File: config.mk
export PLATFORM = sky130hd
export DESIGN_NAME = multicycle_ctrl
export DESIGN_NICKNAME = d
export VERILOG_FILES = /design/src/rtl/multicycle_ctrl.sv
export SDC_FILE = /design/constraint.sdc
export NUM_CORES = 1
export LEC_CHECK = 0
export ABC_AREA = 1
export CORE_MARGIN = 3
export CORE_UTILIZATION = 55
export DETAILED_ROUTE_END_ITERATION = 7
export PLACE_DENSITY = 0.95
export SYNTH_ARGS = -nofsm -noshare
export SYNTH_HDL_FRONTEND = slang
export SYNTH_SLANG_ARGS = --single-unit
File: constraint.sdc
create_clock -name clk -period 3.6 [get_ports clk]
set_input_delay 0.9 -clock clk [delete_from_list [all_inputs] [get_ports clk]]
set_output_delay 0.9 -clock clk [all_outputs]
set_load 0.005 [all_outputs]
File: src/rtl/multicycle_ctrl.sv
// Main control FSM for the multi-cycle RV32I core: sequences fetch/decode/execute/memory/writeback.
// Latency R/I 4, load 5, store 4, branch 3 cycles plus memory stalls; a stalled access traps after WAIT_LIMIT cycles.
module multicycle_ctrl #(
  parameter int WAIT_LIMIT = 255,
  parameter int CNT_W      = 32
) (
  input  logic             clk,
  input  logic             reset,
  input  logic [6:0]       opcode,
  input  logic [2:0]       funct3,
  input  logic             zero,
  input  logic             mem_ready,
  output logic             pc_write,
  output logic             ir_write,
  output logic             mem_req,
  output logic             mem_we,
  output logic             iord,
  output logic             alu_src_a,
  output logic [1:0]       alu_src_b,
  output logic [1:0]       alu_op,
  output logic             pc_src,
  output logic             reg_write,
  output logic             mem_to_reg,
  output logic             halted,
  output logic [1:0]       trap_cause,
  output logic [CNT_W-1:0] instret,
  output logic [3:0]       state_dbg
);

  typedef enum logic [3:0] {
    S_FETCH  = 4'd0,
    S_DECODE = 4'd1,
    S_EXEC_R = 4'd2,
    S_EXEC_I = 4'd3,
    S_ADDR   = 4'd4,
    S_MEM_RD = 4'd5,
    S_MEM_WR = 4'd6,
    S_WB_ALU = 4'd7,
    S_WB_MEM = 4'd8,
    S_BRANCH = 4'd9,
    S_TRAP   = 4'd15
  } state_t;

  localparam logic [6:0] OP_R      = 7'b0110011;
  localparam logic [6:0] OP_I      = 7'b0010011;
  localparam logic [6:0] OP_LOAD   = 7'b0000011;
  localparam logic [6:0] OP_STORE  = 7'b0100011;
  localparam logic [6:0] OP_BRANCH = 7'b1100011;

  // Counter value seen in the WAIT_LIMIT-th consecutive stalled cycle.
  localparam logic [7:0] WAIT_LAST = 8'(WAIT_LIMIT - 1);

  state_t           state_q, state_d;
  logic [1:0]       cause_q, cause_d;
  logic [7:0]       wait_q;
  logic [CNT_W-1:0] instret_q;
  logic             retire, in_wait, limit_hit;

  logic       pc_write_c, ir_write_c, mem_req_c, mem_we_c, iord_c;
  logic       alu_src_a_c, pc_src_c, reg_write_c, mem_to_reg_c, halted_c;
  logic [1:0] alu_src_b_c, alu_op_c;

  assign limit_hit = (wait_q == WAIT_LAST);

  always_comb begin
    state_d      = state_q;
    cause_d      = cause_q;
    retire       = 1'b0;
    in_wait      = 1'b0;
    pc_write_c   = 1'b0;
    ir_write_c   = 1'b0;
    mem_req_c    = 1'b0;
    mem_we_c     = 1'b0;
    iord_c       = 1'b0;
    alu_src_a_c  = 1'b0;
    alu_src_b_c  = 2'b00;
    alu_op_c     = 2'b00;
    pc_src_c     = 1'b0;
    reg_write_c  = 1'b0;
    mem_to_reg_c = 1'b0;
    halted_c     = 1'b0;
    case (state_q)
      S_FETCH: begin
        in_wait     = 1'b1;
        mem_req_c   = 1'b1;
        alu_src_b_c = 2'b01;
        pc_write_c  = mem_ready;
        ir_write_c  = mem_ready;
        if (mem_ready) begin
          state_d = S_DECODE;
        end else if (limit_hit) begin
          state_d = S_TRAP;
          cause_d = 2'b10;
        end
      end
      S_DECODE: begin
        // Speculative branch target goes into ALUOut while the opcode is decoded.
        alu_src_b_c = 2'b10;
        case (opcode)
          OP_R:               state_d = S_EXEC_R;
          OP_I:               state_d = S_EXEC_I;
          OP_LOAD, OP_STORE:  state_d = S_ADDR;
          OP_BRANCH: begin
            if (funct3 == 3'b000 || funct3 == 3'b001) begin
              state_d = S_BRANCH;
            end else begin
              state_d = S_TRAP;
              cause_d = 2'b01;
            end
          end
          default: begin
            state_d = S_TRAP;
            cause_d = 2'b01;
          end
        endcase
      end
      S_EXEC_R: begin
        alu_src_a_c = 1'b1;
        alu_op_c    = 2'b10;
        state_d     = S_WB_ALU;
      end
      S_EXEC_I: begin
        alu_src_a_c = 1'b1;
        alu_src_b_c = 2'b10;
        alu_op_c    = 2'b10;
        state_d     = S_WB_ALU;
      end
      S_ADDR: begin
        alu_src_a_c = 1'b1;
        alu_src_b_c = 2'b10;
        state_d     = (opcode == OP_LOAD) ? S_MEM_RD : S_MEM_WR;
      end
      S_MEM_RD: begin
        in_wait   = 1'b1;
        mem_req_c = 1'b1;
        iord_c    = 1'b1;
        if (mem_ready) begin
          state_d = S_WB_MEM;
        end else if (limit_hit) begin
          state_d = S_TRAP;
          cause_d = 2'b10;
        end
      end
      S_MEM_WR: begin
        in_wait   = 1'b1;
        mem_req_c = 1'b1;
        mem_we_c  = 1'b1;
        iord_c    = 1'b1;
        if (mem_ready) begin
          state_d = S_FETCH;
          retire  = 1'b1;
        end else if (limit_hit) begin
          state_d = S_TRAP;
          cause_d = 2'b10;
        end
      end
      S_WB_ALU: begin
        reg_write_c = 1'b1;
        retire      = 1'b1;
        state_d     = S_FETCH;
      end
      S_WB_MEM: begin
        reg_write_c  = 1'b1;
        mem_to_reg_c = 1'b1;
        retire       = 1'b1;
        state_d      = S_FETCH;
      end
      S_BRANCH: begin
        // Only BEQ/BNE reach here, so funct3[0] alone selects the sense.
        alu_src_a_c = 1'b1;
        alu_op_c    = 2'b01;
        pc_src_c    = 1'b1;
        pc_write_c  = funct3[0] ? ~zero : zero;
        retire      = 1'b1;
        state_d     = S_FETCH;
      end
      S_TRAP: begin
        halted_c = 1'b1;
      end
      default: begin
        state_d = S_FETCH;
      end
    endcase
  end

  always_ff @(posedge clk) begin
    if (reset) begin
      state_q   <= S_FETCH;
      cause_q   <= 2'b00;
      wait_q    <= 8'd0;
      instret_q <= '0;
    end else begin
      state_q <= state_d;
      cause_q <= cause_d;
      if (in_wait && !mem_ready && (state_d == state_q)) begin
        wait_q <= wait_q + 8'd1;
      end else begin
        wait_q <= 8'd0;
      end
      if (retire) begin
        instret_q <= instret_q + CNT_W'(1);
      end
    end
  end

  // Reset gates every control output immediately, ahead of the state update.
  assign pc_write   = pc_write_c   & ~reset;
  assign ir_write   = ir_write_c   & ~reset;
  assign mem_req    = mem_req_c    & ~reset;
  assign mem_we     = mem_we_c     & ~reset;
  assign iord       = iord_c       & ~reset;
  assign alu_src_a  = alu_src_a_c  & ~reset;
  assign alu_src_b  = reset ? 2'b00 : alu_src_b_c;
  assign alu_op     = reset ? 2'b00 : alu_op_c;
  assign pc_src     = pc_src_c     & ~reset;
  assign reg_write  = reg_write_c  & ~reset;
  assign mem_to_reg = mem_to_reg_c & ~reset;
  assign halted     = halted_c     & ~reset;
  assign trap_cause = reset ? 2'b00 : cause_q;
  assign instret    = instret_q;
  assign state_dbg  = state_q;

endmodule
==> impl_metrics.prom, run 1 <==
# TYPE chip_impl_metric gauge
chip_impl_info{name="run_status",value="complete, no violations"} 1
chip_impl_metric{name="grtUsageMet2",unit="%"} 51.2
chip_impl_metric{name="worst-endpoint-arrival",unit="ps"} 2460
chip_impl_metric{name="critical_path_required",unit="ps"} 2700
chip_impl_metric{name="portBuffers",unit=""} 65
chip_impl_metric{name="timing.final.hold_violations",unit=""} 0
chip_impl_metric{name="ios",unit=""} 66
chip_impl_metric{name="slew_headroom",unit="%"} 72.0
chip_impl_info{name="clock_tree.root_cell",value="clkbuf_8"} 1
chip_impl_metric{name="route.final.wire_length",unit="µm"} 8400
chip_impl_metric{name="post_cts_buffers",unit=""} 0
chip_impl_metric{name="max-clock-path-buffers",unit=""} 2
chip_impl_metric{name="die_area",unit="µm²"} 6200
chip_impl_info{name="worst_path_most_repeated_cell",value="clkdlybuf4s50_1"} 1
chip_impl_metric{name="placement_rows",unit=""} 25
chip_impl_metric{name="die_width",unit="µm"} 78.7
chip_impl_metric{name="cap_viol_max_count",unit=""} 0
chip_impl_metric{name="cts_clock_pin_slew_for_the_worst_setup_and_hold_paths",unit="ps"} 80
chip_impl_info{name="worst_r2r_startpoint",value="instret[0]"} 1
chip_impl_info{name="tritoncts_clock_tree",value="yes"} 1
chip_impl_metric{name="grt_use_met1",unit="%"} 30.6
chip_impl_metric{name="crit_buf_inv",unit=""} 3
chip_impl_metric{name="dpl_cell_area",unit="µm²"} 3620
chip_impl_metric{name="flop2flop_setup_slack",unit="ps"} 1770
chip_impl_info{name="cp_top_family",value="buffers and inverters"} 1
chip_impl_metric{name="peakVddDrop",unit="mV"} 0.475
chip_impl_metric{name="area.growth.synth_to_final",unit="%"} 28.3
chip_impl_info{name="timing.critical_path.to_type",value="output pin"} 1
chip_impl_metric{name="global_route.overflow_total",unit=""} 0
chip_impl_metric{name="avgRoutedWirePerCell",unit="µm"} 13.6
chip_impl_metric{name="net_count_of_the_finished_layout",unit=""} 568
chip_impl_info{name="worstSetupStartpoint",value="mem_ready"} 1
chip_impl_metric{name="numPlacedInstances",unit=""} 611
chip_impl_info{name="worstReg2RegEnd",value="instret[20]"} 1
chip_impl_metric{name="p_leak",unit="nW"} 1.37
chip_impl_metric{name="clk_lat_worst_skew",unit="ps"} 310
chip_impl_metric{name="vias",unit=""} 3326
chip_impl_metric{name="maxSlewViolCount",unit=""} 0
chip_impl_metric{name="achievable-frequency",unit="GHz"} 0.298
chip_impl_metric{name="sum_neg_setup_slack",unit="ps"} 0
chip_impl_metric{name="whs",unit="ps"} 487
chip_impl_metric{name="number_of_global_route_vias_before_repair",unit=""} 3189
chip_impl_metric{name="slowest_delay",unit="ps"} 490
chip_impl_metric{name="yosysSeqAreaShare",unit="%"} 31.7
chip_impl_metric{name="mean_cell_area_of_the_mapped_netlist",unit="µm²"} 6.00
chip_impl_metric{name="worst_pin_slew",unit="ps"} 418
chip_impl_metric{name="floorplan.die.height",unit="µm"} 78.7
chip_impl_metric{name="synth.net_count",unit=""} 502
chip_impl_metric{name="cellInternalPower",unit="mW"} 1.01
chip_impl_metric{name="initial_core_util",unit="%"} 59.2
chip_impl_metric{name="yosys_warnings",unit=""} 0
chip_impl_metric{name="grt_usage",unit="%"} 27.8
chip_impl_metric{name="seq_power_share",unit="%"} 37.1
chip_impl_metric{name="use_met3",unit="%"} 4.65
chip_impl_metric{name="synth.distinct_cells",unit=""} 28
chip_impl_metric{name="post-route-drc-count",unit=""} 0
chip_impl_metric{name="pwr-share-clk",unit="%"} 24.4
chip_impl_metric{name="final.setup.worst_slack",unit="ps"} 239
chip_impl_metric{name="postSynthRegisterBits",unit=""} 46
chip_impl_metric{name="drt-initial-drc-count",unit=""} 169
chip_impl_metric{name="dp_hpwl",unit="µm"} 6380
chip_impl_metric{name="drive_above_1_share",unit="%"} 5.80
chip_impl_metric{name="global_route_wire_length_before_repair",unit="µm"} 14000
chip_impl_metric{name="synthesis.instances",unit=""} 485
chip_impl_metric{name="worst-r2r-cell-count",unit=""} 8
chip_impl_metric{name="cts-hold-fix-buffers",unit=""} 0
chip_impl_info{name="critPathSlowestCell",value="clkdlybuf4s50_1"} 1
chip_impl_metric{name="floorplan.core_area",unit="µm²"} 4910
chip_impl_metric{name="finish.instance_area",unit="µm²"} 3730
chip_impl_info{name="setup_repair_after_global_routing_missed_its_margin",value="no"} 1
chip_impl_info{name="grt_most_used_layer",value="met2"} 1
chip_impl_metric{name="htreeDepth",unit=""} 2
chip_impl_metric{name="period_minus_slack",unit="ps"} 3360
chip_impl_metric{name="power_frac_comb",unit="%"} 38.6
chip_impl_metric{name="instances_no_fill",unit=""} 619
chip_impl_metric{name="power-per-cell-area",unit="nW/µm²"} 437
chip_impl_metric{name="final_min_period_over_clock_period",unit="%"} 93.4
chip_impl_metric{name="setup_violations",unit=""} 0
chip_impl_metric{name="timing.critical_path.depth",unit=""} 5
chip_impl_info{name="hold_path_class",value="flip-flop to flip-flop"} 1
chip_impl_metric{name="ctsResizeCount",unit=""} 0
chip_impl_metric{name="insertedDiodeCount",unit=""} 0
chip_impl_metric{name="netSwitchingPower",unit="mW"} 0.618
chip_impl_info{name="critPathLaunchType",value="input pin"} 1
chip_impl_metric{name="gp_congestion",unit=""} 0.938
chip_impl_info{name="crit_path_cell_trace",value="clkdlybuf4s50_1 > inv_1 > nor3_1 > a31o_2 > clkdlybuf4s50_1"} 1
chip_impl_metric{name="detail_route.vias_per_cell",unit=""} 5.37
chip_impl_metric{name="grt_antenna_before_repair",unit=""} 0
chip_impl_metric{name="design_power_total",unit="mW"} 1.63
chip_impl_metric{name="fin_clk_skew",unit="ps"} 12.6
chip_impl_metric{name="syn_area",unit="µm²"} 2910
chip_impl_info{name="setup.worst_path.end",value="pc_write"} 1
chip_impl_info{name="critical_path_class",value="input pin to output pin"} 1
chip_impl_metric{name="grt_max_degree",unit=""} 25
chip_impl_metric{name="cts_buffers",unit=""} 5
chip_impl_metric{name="route.antenna.remaining_nets",unit=""} 0
chip_impl_metric{name="layout.core_utilization",unit="%"} 76.0
chip_impl_metric{name="switching_share",unit="%"} 37.9
chip_impl_metric{name="drt-pass1-iter-count",unit=""} 6
chip_impl_metric{name="placement.setup.worst_slack",unit="ps"} 251
chip_impl_metric{name="critPathMaxFanout",unit=""} 4
chip_impl_metric{name="fillCellCount",unit=""} 421
chip_impl_metric{name="cts.sink_count",unit=""} 46
-- layout make-up --
cell class / instances / area (µm²) / share of cell area, %
clock buffer: 5 / 68.8 / 1.84
timing repair buffer: 71 / 696 / 18.6
clock inverter: 3 / 43.8 / 1.17
tap: 67 / 83.8 / 2.25
inverter: 36 / 135 / 3.62
sequential: 46 / 921 / 24.7
multi-input combinational: 391 / 1790 / 47.8
-- synthesized netlist by cell type (all sizes together) --
cell	count	area [µm²]
a21oi	35	175
a31o	1	8.76
a31oi	1	6.26
and3	4	25.0
buf	7	48.8
clkbuf	5	18.8
dfxtp	46	921
ha	3	37.5
inv	36	135
nand2	171	649
nand3	25	140
nand3b	12	90.1
nand4	1	6.26
nor2	103	394
nor3	6	45.0
o21ai	11	55.1
o21bai	2	15.0
or2	1	6.26
xnor2	3	26.3
xor2	12	105
-- flip-flops by register name (all words and copies together) (netlist names) --
signal and count:
instret 32, cause_q 2, wait_q 8, state_dbg 4
-- layout by cell type (no fill, tap or decap), types with 3 or more instances in the layout --
| master | count |
|---|---|
| xnor2_1 | 3 |
| xor2_1 | 12 |
| ha_1 | 3 |
| nor2_2 | 3 |
| nand2_1 | 168 |
| o21ai_0 | 7 |
| nand3_2 | 3 |
| nand3b_1 | 12 |
| inv_2 | 4 |
| nor3_2 | 3 |
| nand2_2 | 3 |
| clkdlybuf4s50_1 | 65 |
| nor2_1 | 100 |
| dfxtp_1 | 46 |
| o21ai_1 | 4 |
| nor3_1 | 3 |
| nand3_1 | 22 |
| inv_1 | 32 |
| and3_1 | 4 |
| buf_4 | 6 |
| a21oi_1 | 35 |
| clkbuf_8 | 5 |
-- worst register-to-register path, cell delays in order (launching register included) --
cell and delay [ps]:
dfxtp_1 400, ha_1 290, inv_1 80, nor2_1 230, nand3_1 180, nor2_1 190
nand3_2 100, xor2_1 190, nor2_1 60
-- per-layer routing --
metal  vias to the layer above  share of wire, %
li1                       1658                 -
met1                      1488                40
met2                       157                51
met3                        23               6.5
met4                         0               2.7
met5                         -                 0
-- kinds of logic after synthesis --
group / count (synthesis) / synth area share (%)
compound gates: 50 / 8.95
xor+xnor: 15 / 4.52
fa+ha+maj: 3 / 1.29
buf+inv: 48 / 6.97
flops: 46 / 31.7
simple gates: 323 / 46.6
-- power groups by stage --
stage                     combinational [mW]  clock, mW  sequential [mW]
after floorplan                        0.412          0            0.596
after global placement                 0.617          0            0.615
after detailed placement               0.622          0            0.613
after CTS                              0.626      0.406            0.603
after global routing                   0.702      0.423            0.612
final                                  0.629      0.398            0.605
-- how the worst min path moves through the flow --
stage / start / end / slack, ps / depth (start not counted)
after floorplan: wait_q[0] / wait_q[0] / 430 / 1
after global placement: wait_q[0] / wait_q[0] / 440 / 1
after detailed placement: wait_q[0] / wait_q[0] / 460 / 1
after CTS: wait_q[0] / wait_q[0] / 480 / 1
after global routing: wait_q[0] / wait_q[0] / 510 / 1
final: wait_q[0] / wait_q[0] / 490 / 1
Note: power is estimated with default switching activity, not from simulation.
==> inputs of run 2 (changes only) <==
--- a/config.mk
+++ b/config.mk
@@ -6,7 +6,7 @@
 export NUM_CORES = 1
 export LEC_CHECK = 0
 export ABC_AREA = 1
-export CORE_MARGIN = 3
+export CORE_MARGIN = 2
 export CORE_UTILIZATION = 55
 export DETAILED_ROUTE_END_ITERATION = 7
 export PLACE_DENSITY = 0.95
==> impl_metrics.prom, run 2 (synthesis results as in run 1) <==
# TYPE chip_impl_metric gauge
chip_impl_metric{name="global_route.overflow_total",unit=""} 0
chip_impl_metric{name="drt-initial-drc-count",unit=""} 214
chip_impl_metric{name="cts-hold-fix-buffers",unit=""} 0
chip_impl_metric{name="portBuffers",unit=""} 65
chip_impl_metric{name="number_of_global_route_vias_before_repair",unit=""} 2970
chip_impl_metric{name="cts_clock_pin_slew_for_the_worst_setup_and_hold_paths",unit="ps"} 80
chip_impl_metric{name="period_minus_slack",unit="ps"} 3410
chip_impl_metric{name="drive_above_1_share",unit="%"} 5.27
chip_impl_metric{name="largest_register_ffs",unit=""} 32
chip_impl_metric{name="gp_congestion",unit=""} 0.963
chip_impl_metric{name="maxSlewViolCount",unit=""} 0
chip_impl_metric{name="layout.core_utilization",unit="%"} 72.5
chip_impl_info{name="critical_path_class",value="input pin to output pin"} 1
chip_impl_metric{name="placement_rows",unit=""} 26
chip_impl_metric{name="timing.final.hold_violations",unit=""} 0
chip_impl_metric{name="net_count_of_the_finished_layout",unit=""} 566
chip_impl_metric{name="global_route_wire_length_before_repair",unit="µm"} 12800
chip_impl_metric{name="avgRoutedWirePerCell",unit="µm"} 12.0
chip_impl_metric{name="die_area",unit="µm²"} 5890
chip_impl_metric{name="fillCellCount",unit=""} 415
chip_impl_info{name="timing.critical_path.to_type",value="output pin"} 1
chip_impl_metric{name="design_power_total",unit="mW"} 1.54
chip_impl_metric{name="instances_no_fill",unit=""} 620
chip_impl_info{name="clock_tree.root_cell",value="clkbuf_8"} 1
chip_impl_metric{name="cap_viol_max_count",unit=""} 0
chip_impl_metric{name="sum_neg_setup_slack",unit="ps"} 0
chip_impl_metric{name="numPlacedInstances",unit=""} 612
chip_impl_info{name="hold_path_class",value="flip-flop to flip-flop"} 1
chip_impl_metric{name="achievable-frequency",unit="GHz"} 0.293
chip_impl_metric{name="ctsResizeCount",unit=""} 0
chip_impl_metric{name="slew_headroom",unit="%"} 72.8
chip_impl_info{name="critPathLaunchType",value="input pin"} 1
chip_impl_metric{name="vias",unit=""} 3240
chip_impl_info{name="final_cell_mix",value="168 x nand2_1, 100 x nor2_1, 65 x clkdlybuf4s50_1"} 1
chip_impl_metric{name="cts.sink_count",unit=""} 46
chip_impl_metric{name="route.antenna.remaining_nets",unit=""} 0
chip_impl_metric{name="fin_clk_skew",unit="ps"} 4.47
chip_impl_metric{name="worst-r2r-cell-count",unit=""} 9
chip_impl_metric{name="cts_buffers",unit=""} 5
chip_impl_metric{name="grt_usage",unit="%"} 26.2
chip_impl_metric{name="peakVddDrop",unit="mV"} 0.399
chip_impl_metric{name="floorplan.die.height",unit="µm"} 76.7
chip_impl_metric{name="drt-pass1-iter-count",unit=""} 5
chip_impl_metric{name="detail_route.vias_per_cell",unit=""} 5.23
chip_impl_metric{name="dp_hpwl",unit="µm"} 5610
chip_impl_metric{name="power-per-cell-area",unit="nW/µm²"} 417
chip_impl_metric{name="ios",unit=""} 66
chip_impl_metric{name="grt_antenna_before_repair",unit=""} 0
chip_impl_metric{name="initial_core_util",unit="%"} 57.0
chip_impl_metric{name="route.final.wire_length",unit="µm"} 7440
chip_impl_metric{name="final_min_period_over_clock_period",unit="%"} 94.7
chip_impl_metric{name="critical_path_required",unit="ps"} 2700
chip_impl_metric{name="worst-endpoint-arrival",unit="ps"} 2510
chip_impl_info{name="run_status",value="complete, no violations"} 1
chip_impl_info{name="setup_repair_after_global_routing_missed_its_margin",value="no"} 1
chip_impl_metric{name="area.growth.synth_to_final",unit="%"} 27.2
chip_impl_metric{name="worst_pin_slew",unit="ps"} 407
chip_impl_metric{name="setup_violations",unit=""} 0
chip_impl_metric{name="whs",unit="ps"} 471
chip_impl_metric{name="insertedDiodeCount",unit=""} 0
chip_impl_metric{name="htreeDepth",unit=""} 2
chip_impl_metric{name="max-clock-path-buffers",unit=""} 2
chip_impl_metric{name="die_width",unit="µm"} 76.7
chip_impl_metric{name="post_cts_buffers",unit=""} 0
chip_impl_metric{name="clk_lat_worst_skew",unit="ps"} 300
chip_impl_metric{name="grt_max_degree",unit=""} 25
chip_impl_metric{name="floorplan.core_area",unit="µm²"} 5110
chip_impl_info{name="tritoncts_clock_tree",value="yes"} 1
chip_impl_metric{name="p_leak",unit="nW"} 1.35
chip_impl_metric{name="critPathMaxFanout",unit=""} 5
chip_impl_metric{name="cell_count_of_the_worst_hold_path",unit=""} 1
chip_impl_info{name="layout_commonest_cell",value="nand2_1"} 1
chip_impl_metric{name="post-route-drc-count",unit=""} 0
[run 2: worst paths after layout]
check	from	to	slack, ps
setup / recovery	mem_ready	pc_write	190
hold / removal	wait_q[0]	wait_q[0]	470
setup reg to reg	state_dbg[1]	instret[12]	1700
hold reg to reg	wait_q[0]	wait_q[0]	470
[run 2: worst max-delay path, cell delays in order]
cell and delay, ps:
clkdlybuf4s50_1 580, inv_1 120, nor3_1 270, a31o_2 150, clkdlybuf4s50_1 490
[run 2: layout make-up]
class | count | area [µm²] | area share, %
multi-input cells | 391 | 1790 | 48.2
clock inverters | 1 | 5.00 | 0.135
inverters | 36 | 135 | 3.65
repair buffers | 69 | 681 | 18.4
clock buffers | 7 | 86.3 | 2.33
flip-flops and latches | 46 | 921 | 24.9
well taps | 70 | 87.6 | 2.37
[run 2: power breakdown]
group	leakage (nW)	internal, mW	switching (mW)
sequential	0.372	0.545	0.0558
clock	0.0482	0.155	0.171
combinational	0.931	0.259	0.358
[run 2: metrics by stage]
| step | setup slack (ps) | area, µm² |
|---|---|---|
| after floorplan | 1090 | 2910 |
| after global placement | 278 | 3610 |
| after detailed placement | 224 | 3610 |
| after CTS | 202 | 3700 |
| after global routing | 83.6 | 3700 |
| final | 189 | 3700 |
[run 2: metal layers]
metal  vias up  wire length (µm)  GRT usage [%]
li1       1654                 -              -
met1      1426              3100           30.0
met2       139              3560           46.8
met3        21               530           5.18
met4         0               242           12.0
met5         -                 0              0
